==> config.mk <==
export PLATFORM = sky130hd
export DESIGN_NAME = dma_ram_rd_stream
export DESIGN_NICKNAME = d
export VERILOG_FILES = /design/src/rtl/dma_ram_rd_stream_pkg.sv /design/src/rtl/dma_ram_rd_stream_skid.sv /design/src/rtl/dma_ram_rd_stream.sv
export SDC_FILE = /design/constraint.sdc
export NUM_CORES = 1
export LEC_CHECK = 0
export ABC_AREA = 1
export CAP_MARGIN = 10
export CELL_PAD_IN_SITES_DETAIL_PLACEMENT = 0
export CELL_PAD_IN_SITES_GLOBAL_PLACEMENT = 1
export CORE_AREA = 3 3 246 248
export DETAILED_ROUTE_END_ITERATION = 16
export DIE_AREA = 0 0 249 251
export HOLD_SLACK_MARGIN = 0.1
export PLACE_DENSITY_LB_ADDON = 0.05
export SKIP_CTS_REPAIR_TIMING = 1
export SLEW_MARGIN = 10
export SYNTH_ARGS = -nofsm -noshare
export SYNTH_HDL_FRONTEND = slang
export SYNTH_SLANG_ARGS = --single-unit
export TNS_END_PERCENT = 20
==> constraint.sdc <==
create_clock -name clk -period 5.35 [get_ports clk]
set_input_delay 0.8025 -clock clk [delete_from_list [all_inputs] [get_ports clk]]
set_output_delay 0.8025 -clock clk [all_outputs]
set_load 0.01 [all_outputs]
==> src/rtl/dma_ram_rd_stream_pkg.sv <==
// Shared types for the DMA RAM row reader feeding an AXI-stream port.
// FSM state encoding and descriptor completion codes.
package dma_ram_rd_stream_pkg;

  typedef enum logic [1:0] {
    S_IDLE = 2'd0,
    S_ERR  = 2'd1,
    S_READ = 2'd2,
    S_DONE = 2'd3
  } state_e;

  typedef enum logic [1:0] {
    ERR_NONE     = 2'd0,
    ERR_ZERO_LEN = 2'd1,
    ERR_ALIGN    = 2'd2,
    ERR_RANGE    = 2'd3
  } err_e;

endpackage

==> src/rtl/dma_ram_rd_stream_skid.sv <==
// Two-entry output buffer with registered valid, full throughput.
// Used only when DMA_RAM_RD_STREAM_OUT_REG_EN is defined.
module dma_ram_rd_stream_skid #(
  parameter int DW = 8
) (
  input  logic          clk,
  input  logic          rst_n,
  input  logic [DW-1:0] in_data_i,
  input  logic          in_valid_i,
  output logic          in_ready_o,
  output logic [DW-1:0] out_data_o,
  output logic          out_valid_o,
  input  logic          out_ready_i
);

  logic [DW-1:0] mem_q [2];
  logic          wr_q;
  logic          rd_q;
  logic [1:0]    cnt_q;
  logic          push;
  logic          pop;

  assign in_ready_o  = (cnt_q != 2'd2);
  assign out_valid_o = (cnt_q != 2'd0);
  assign out_data_o  = mem_q[rd_q];
  assign push        = in_valid_i && in_ready_o;
  assign pop         = out_valid_o && out_ready_i;

  always_ff @(posedge clk or negedge rst_n) begin
    if (!rst_n) begin
      mem_q[0] <= '0;
      mem_q[1] <= '0;
      wr_q     <= 1'b0;
      rd_q     <= 1'b0;
      cnt_q    <= 2'd0;
    end else begin
      if (push) begin
        mem_q[wr_q] <= in_data_i;
        wr_q        <= ~wr_q;
      end
      if (pop) begin
        rd_q <= ~rd_q;
      end
      cnt_q <= cnt_q + {1'b0, push} - {1'b0, pop};
    end
  end

endmodule

==> src/rtl/dma_ram_rd_stream.sv <==
// Segmented DMA RAM range reader emitting one RAM row per AXI-stream beat.
// Define DMA_RAM_RD_STREAM_OUT_REG_EN to register m_axis_* via a skid buffer.
module dma_ram_rd_stream
  import dma_ram_rd_stream_pkg::*;
#(
  parameter int SEG_COUNT       = 2,
  parameter int SEG_DATA_WIDTH  = 128,
  parameter int SEG_BE_WIDTH    = SEG_DATA_WIDTH/8,
  parameter int SEG_ADDR_WIDTH  = 7,
  parameter int LEN_WIDTH       = 16,
  parameter int TAG_WIDTH       = 8,
  localparam int W              = SEG_COUNT*SEG_BE_WIDTH,
  localparam int RAM_ADDR_WIDTH = SEG_ADDR_WIDTH + $clog2(W)
) (
  input  logic                                clk,
  input  logic                                rst_n,
  input  logic [RAM_ADDR_WIDTH-1:0]           s_desc_addr,
  input  logic [LEN_WIDTH-1:0]                s_desc_len,
  input  logic [TAG_WIDTH-1:0]                s_desc_tag,
  input  logic                                s_desc_valid,
  output logic                                s_desc_ready,
  output logic [TAG_WIDTH-1:0]                m_status_tag,
  output logic [1:0]                          m_status_error,
  output logic                                m_status_valid,
  output logic [SEG_COUNT*SEG_ADDR_WIDTH-1:0] ram_rd_cmd_addr,
  output logic [SEG_COUNT-1:0]                ram_rd_cmd_valid,
  input  logic [SEG_COUNT-1:0]                ram_rd_cmd_ready,
  input  logic [SEG_COUNT*SEG_DATA_WIDTH-1:0] ram_rd_resp_data,
  input  logic [SEG_COUNT-1:0]                ram_rd_resp_valid,
  output logic [SEG_COUNT-1:0]                ram_rd_resp_ready,
  output logic [W*8-1:0]                      m_axis_tdata,
  output logic [W-1:0]                        m_axis_tkeep,
  output logic                                m_axis_tvalid,
  input  logic                                m_axis_tready,
  output logic                                m_axis_tlast,
  output logic [TAG_WIDTH-1:0]                m_axis_tid
);

  localparam int OW = $clog2(W);
  localparam int CW = LEN_WIDTH + 1 - OW;
  localparam int EW = ((RAM_ADDR_WIDTH > LEN_WIDTH) ?
                       RAM_ADDR_WIDTH : LEN_WIDTH) + 1;

  state_e                    state_q;
  logic                      ready_q;
  logic [TAG_WIDTH-1:0]      tag_q;
  logic [W-1:0]              keep_last_q;
  logic [CW-1:0]             last_q;
  logic [CW-1:0]             beat_q;
  logic [CW-1:0]             iss_q;
  logic [SEG_ADDR_WIDTH-1:0] row_q;
  logic [SEG_COUNT-1:0]      cmd_vld_q;
  logic [SEG_COUNT-1:0]      acc_q;
  logic                      st_vld_q;
  logic [TAG_WIDTH-1:0]      st_tag_q;
  err_e                      st_err_q;

  err_e                      chk_err;
  logic [EW-1:0]             end_addr;
  logic [LEN_WIDTH:0]        len_rnd;
  logic [CW-1:0]             n_beats;
  logic [OW-1:0]             len_rem;
  logic [W-1:0]              keep_last;

  logic [SEG_COUNT-1:0]      cmd_hs;
  logic [SEG_COUNT-1:0]      acc_nxt;
  logic                      row_done;

  logic                      all_valid;
  logic                      beat_avail;
  logic                      beat_last;
  logic [W-1:0]              beat_keep;
  logic                      in_ready;
  logic                      in_hs;
  logic                      out_last_hs;

  // Range check is widened so long lengths cannot wrap past the limit.
  always_comb begin
    end_addr = EW'(s_desc_addr) + EW'(s_desc_len);
    if (s_desc_len == '0) begin
      chk_err = ERR_ZERO_LEN;
    end else if (s_desc_addr[OW-1:0] != '0) begin
      chk_err = ERR_ALIGN;
    end else if (end_addr > (EW'(1) << RAM_ADDR_WIDTH)) begin
      chk_err = ERR_RANGE;
    end else begin
      chk_err = ERR_NONE;
    end
  end

  assign len_rnd   = {1'b0, s_desc_len} + (LEN_WIDTH+1)'(W-1);
  assign n_beats   = len_rnd[LEN_WIDTH:OW];
  assign len_rem   = s_desc_len[OW-1:0];
  assign keep_last = (len_rem == '0) ? '1 :
                     ((W'(1) << len_rem) - W'(1));

  assign cmd_hs   = cmd_vld_q & ram_rd_cmd_ready;
  assign acc_nxt  = acc_q | cmd_hs;
  assign row_done = &acc_nxt;

  assign ram_rd_cmd_addr  = {SEG_COUNT{row_q}};
  assign ram_rd_cmd_valid = cmd_vld_q;

  assign all_valid  = &ram_rd_resp_valid;
  assign beat_avail = (state_q == S_READ) && all_valid;
  assign beat_last  = (beat_q == last_q);
  assign beat_keep  = beat_last ? keep_last_q : '1;
  assign in_hs      = beat_avail && in_ready;

`ifdef DMA_RAM_RD_STREAM_OUT_REG_EN
  localparam int DW = W*8 + W + 1 + TAG_WIDTH;

  logic [DW-1:0] sk_out;

  dma_ram_rd_stream_skid #(
    .DW (DW)
  ) u_skid (
    .clk         (clk),
    .rst_n       (rst_n),
    .in_data_i   ({ram_rd_resp_data, beat_keep, beat_last, tag_q}),
    .in_valid_i  (beat_avail),
    .in_ready_o  (in_ready),
    .out_data_o  (sk_out),
    .out_valid_o (m_axis_tvalid),
    .out_ready_i (m_axis_tready)
  );

  assign {m_axis_tdata, m_axis_tkeep, m_axis_tlast, m_axis_tid} = sk_out;
`else
  assign in_ready      = m_axis_tready;
  assign m_axis_tvalid = beat_avail;
  assign m_axis_tdata  = beat_avail ? ram_rd_resp_data : '0;
  assign m_axis_tkeep  = beat_avail ? beat_keep : '0;
  assign m_axis_tlast  = beat_avail && beat_last;
  assign m_axis_tid    = beat_avail ? tag_q : '0;
`endif

  assign out_last_hs = m_axis_tvalid && m_axis_tready && m_axis_tlast;

  // Idle and error states swallow whatever the RAM still has in flight.
  always_comb begin
    ram_rd_resp_ready = '0;
    unique case (state_q)
      S_IDLE, S_ERR: ram_rd_resp_ready = '1;
      S_READ:        ram_rd_resp_ready = {SEG_COUNT{in_hs}};
      default:       ram_rd_resp_ready = '0;
    endcase
  end

  always_ff @(posedge clk or negedge rst_n) begin
    if (!rst_n) begin
      state_q     <= S_IDLE;
      ready_q     <= 1'b0;
      tag_q       <= '0;
      keep_last_q <= '0;
      last_q      <= '0;
      beat_q      <= '0;
      iss_q       <= '0;
      row_q       <= '0;
      cmd_vld_q   <= '0;
      acc_q       <= '0;
      st_vld_q    <= 1'b0;
      st_tag_q    <= '0;
      st_err_q    <= ERR_NONE;
    end else begin
      st_vld_q <= 1'b0;
      unique case (state_q)
        S_IDLE: begin
          ready_q <= 1'b1;
          if (ready_q && s_desc_valid) begin
            ready_q <= 1'b0;
            tag_q   <= s_desc_tag;
            if (chk_err != ERR_NONE) begin
              state_q  <= S_ERR;
              st_vld_q <= 1'b1;
              st_tag_q <= s_desc_tag;
              st_err_q <= chk_err;
            end else begin
              state_q     <= S_READ;
              row_q       <= s_desc_addr[RAM_ADDR_WIDTH-1:OW];
              iss_q       <= n_beats;
              last_q      <= n_beats - 1'b1;
              beat_q      <= '0;
              keep_last_q <= keep_last;
              cmd_vld_q   <= '1;
              acc_q       <= '0;
            end
          end
        end
        S_ERR: begin
          state_q <= S_IDLE;
          ready_q <= 1'b1;
        end
        S_READ: begin
          if (|cmd_vld_q) begin
            if (row_done) begin
              acc_q     <= '0;
              row_q     <= row_q + 1'b1;
              iss_q     <= iss_q - 1'b1;
              cmd_vld_q <= (iss_q > CW'(1)) ? '1 : '0;
            end else begin
              acc_q     <= acc_nxt;
              cmd_vld_q <= cmd_vld_q & ~cmd_hs;
            end
          end
          if (in_hs) begin
            beat_q <= beat_q + 1'b1;
          end
          if (out_last_hs) begin
            state_q  <= S_DONE;
            st_vld_q <= 1'b1;
            st_tag_q <= tag_q;
            st_err_q <= ERR_NONE;
          end
        end
        S_DONE: begin
          state_q <= S_IDLE;
          ready_q <= 1'b1;
        end
        default: state_q <= S_IDLE;
      endcase
    end
  end

  assign s_desc_ready   = ready_q;
  assign m_status_valid = st_vld_q;
  assign m_status_tag   = st_tag_q;
  assign m_status_error = st_err_q;

endmodule
==> impl_metrics.toml <==
[status]
outcome = "complete, no violations"

[clock_network]
cts_tree = "done"
cts_buffers = 9
cts_max_path_buffers = 2
htreeDepth = 3
clk_pin_slew_ps = 80
insertion_delay_ps = 370
clock-sinks = 101
root_buffer = "clkbuf_16"

[global_route]
grt_usage_pct = 22.4
grt_max_degree = 107
grt-ovfl-total = 0
antenna_found_initial = 30
grt_pass1_vias = 12200
grt_pass1_wl_um = 99400

[yosys]
yosys_warnings = 0
syn_inst = 1692
syn_avg_cell_area_sq_um = 5.70
synth-edff-count = 0
ys_seq_area_share_pct = 26.2
ys_async_sr_fraction_pct = 100
syn_area_sq_um = 9650
synth_cell_types = 45
ys_ff_latch = 101
syn_nets = 2011
yosys_most_used_dff = "dfrtp_1"

[power_and_ir_drop]
cellLeakagePower_uw = 0.00856
power_frac_clock_pct = 24.0
combPwrFrac_pct = 39.2
power_density_nw_per_um2 = 178
peakVddDrop_v = 0.000180
seqPwrFrac_pct = 36.8
p_int_uw = 1870
swShare_pct = 38.3
p_sw_uw = 1160
power_uw = 3030

[timing]
hold_slack_ps = 463
tns_ps = 0
worst_pin_slew_ps = 1060
fin_skew_ps = 10.2
relSlewSlack_pct = 29.4
hold_viol = 0
rsz0062_at_grt = "no"
setup_violations = 0
drv_slew = 0
min_period_ps = 4070
fmax_mhz = 246
period_share_pct = 76.0

[setup_path]
critPathKind = "input port to register"
r2r_end = "m_status_error[1]"
r2r_slack_ps = 2460
cp.arrival_ps = 4310
r2r_start = "state_q[1]"
crit_path_start_kind = "input port"
worst-r2r-cell-count = 8
cp-end-kind = "register"
crit_required_ps = 5590
path_max_fanout = 24

[placement]
placed_cell_area_sq_um = 16700
routabilityCongestion = 0.923
hpwl_um = 63500
portBuffers = 627

[die]
fp-row-count = 89
die_h_um = 251
start_util_pct = 16.4
fp.dieW_um = 249
die_area_sq_um = 62500
core_area_sq_um = 58700
num_io_pins = 628

[drt]
routed_wirelength_um = 72200
postRouteAntennaNets = 0
first_pass_iters = 5
vias = 12600
drc = 0
avgViaCountPerCell = 4.13
drt_iter0_drc = 936
drt-wirelength-per-cell_um = 23.6

[final_layout]
drive_gt1_share_pct = 3.43
stdcell_area_sq_um = 17000
final_cell_mix = "626 x clkdlybuf4s50_1, 398 x nor2_1, 369 x nand2_1"
final_common_cell = "clkdlybuf4s50_1"
nets = 2586
syn2layout_area_growth_pct = 76.6

[hold_path]
hold_path_depth = 2
hold_path_end = "keep_last_q[0]"
worstHoldStart = "keep_last_q[0]"
hp-class = "register to register"

[run]
maxCapViolations = 0
## cell usage after synthesis (18+ instances only)
cell | count | area share, %
nand2_1 | 369 | 14
nand3_1 | 85 | 4.4
nor2_1 | 400 | 16
ha_1 | 18 | 2.3
xor2_1 | 23 | 2.1
dfrtp_1 | 101 | 26
clkbuf_1 | 56 | 2.2
a21oi_1 | 22 | 1.1
inv_1 | 360 | 14
nand4_1 | 62 | 4.0
o21ai_0 | 51 | 2.6
## metal layers
| metal | GRT usage, % | wire [um] | up-vias |
|---|---|---|---|
| met5 | 0 | 61 | - |
| met4 | 6.34 | 1530 | 8 |
| met3 | 5.44 | 4640 | 51 |
| met2 | 35.3 | 32700 | 458 |
| met1 | 30.6 | 33300 | 5866 |
| li1 | - | - | 6245 |
## worst max-delay path: stages
cell	delay (ps)
clkdlybuf4s50_1	730
ha_1	280
fa_1	410
or2_2	300
nor2_1	110
nand3_1	80
nor2_1	100
nand3_1	70
nor2_1	90
nand3_1	100
nand2_1	140
nand4_2	170
nand2_4	350
nand2_2	350
nand2_1	140
o21ai_1	70
## logic make-up after synthesis
kind of cell | share of synthesized area (%)
AND/OR/NAND/NOR | 43.3
flip-flops | 26.2
XOR/XNOR | 3.54
AO/OA/AOI/OAI | 6.04
buffers and inverters | 18.4
adder cells (fa/ha/maj) | 2.54
## area by class of cell
| class | instances | area, sq um |
|---|---|---|
| Multi-Input combinational cell | 1144 | 5360 |
| Clock buffer | 9 | 225 |
| Clock inverter | 6 | 77.6 |
| Sequential cell | 101 | 2530 |
| Antenna cell | 13 | 32.5 |
| Timing Repair Buffer | 647 | 6470 |
| Fill cell | 6560 | 41700 |
| Tap cell | 773 | 967 |
| Inverter | 364 | 1370 |
## worst max path at each step
stage	start	endpoint	depth (start not counted)
global placement	s_desc_len[0]	beat_q[9]	16
global route	s_desc_len[0]	beat_q[8]	16
CTS	s_desc_len[0]	beat_q[7]	16
finish	s_desc_len[0]	beat_q[2]	16
detailed placement	s_desc_len[0]	beat_q[3]	16
floorplan	s_desc_addr[0]	keep_last_q[7]	16
## power by group through the flow
stage | Sequential (uW) | Combinational (uW) | Clock (uW)
after global routing | 1150 | 1330 | 788
final | 1120 | 1190 | 727
after floorplan | 1100 | 592 | 0
after detailed placement | 1130 | 1200 | 0
after global placement | 1130 | 1190 | 0
after CTS | 1120 | 1200 | 759
## state kept, by name, indices dropped and copies added (netlist names), 2 cells and up
signal            flops
acc_q                 2
beat_q               12
iss_q                12
keep_last_q          32
last_q               12
m_status_error        2
m_status_tag          8
ram_rd_cmd_valid      2
row_q                 7
state_q               2
tag_q                 8
## stage by stage
| stage | worst slack, ps | util [%] | cells |
|---|---|---|---|
| 6_report | 1280 | 29.0 | 3057 |
| 3_3_place_gp | 898 | 28.5 | 3029 |
| 4_1_cts | 1250 | 29.0 | 3044 |
| 2_1_floorplan | 2280 | - | 1692 |
| 3_5_place_dp | 837 | 28.5 | 3029 |
| 5_1_grt | 819 | 29.0 | 3053 |
Note: power is estimated with default switching activity, not from simulation.
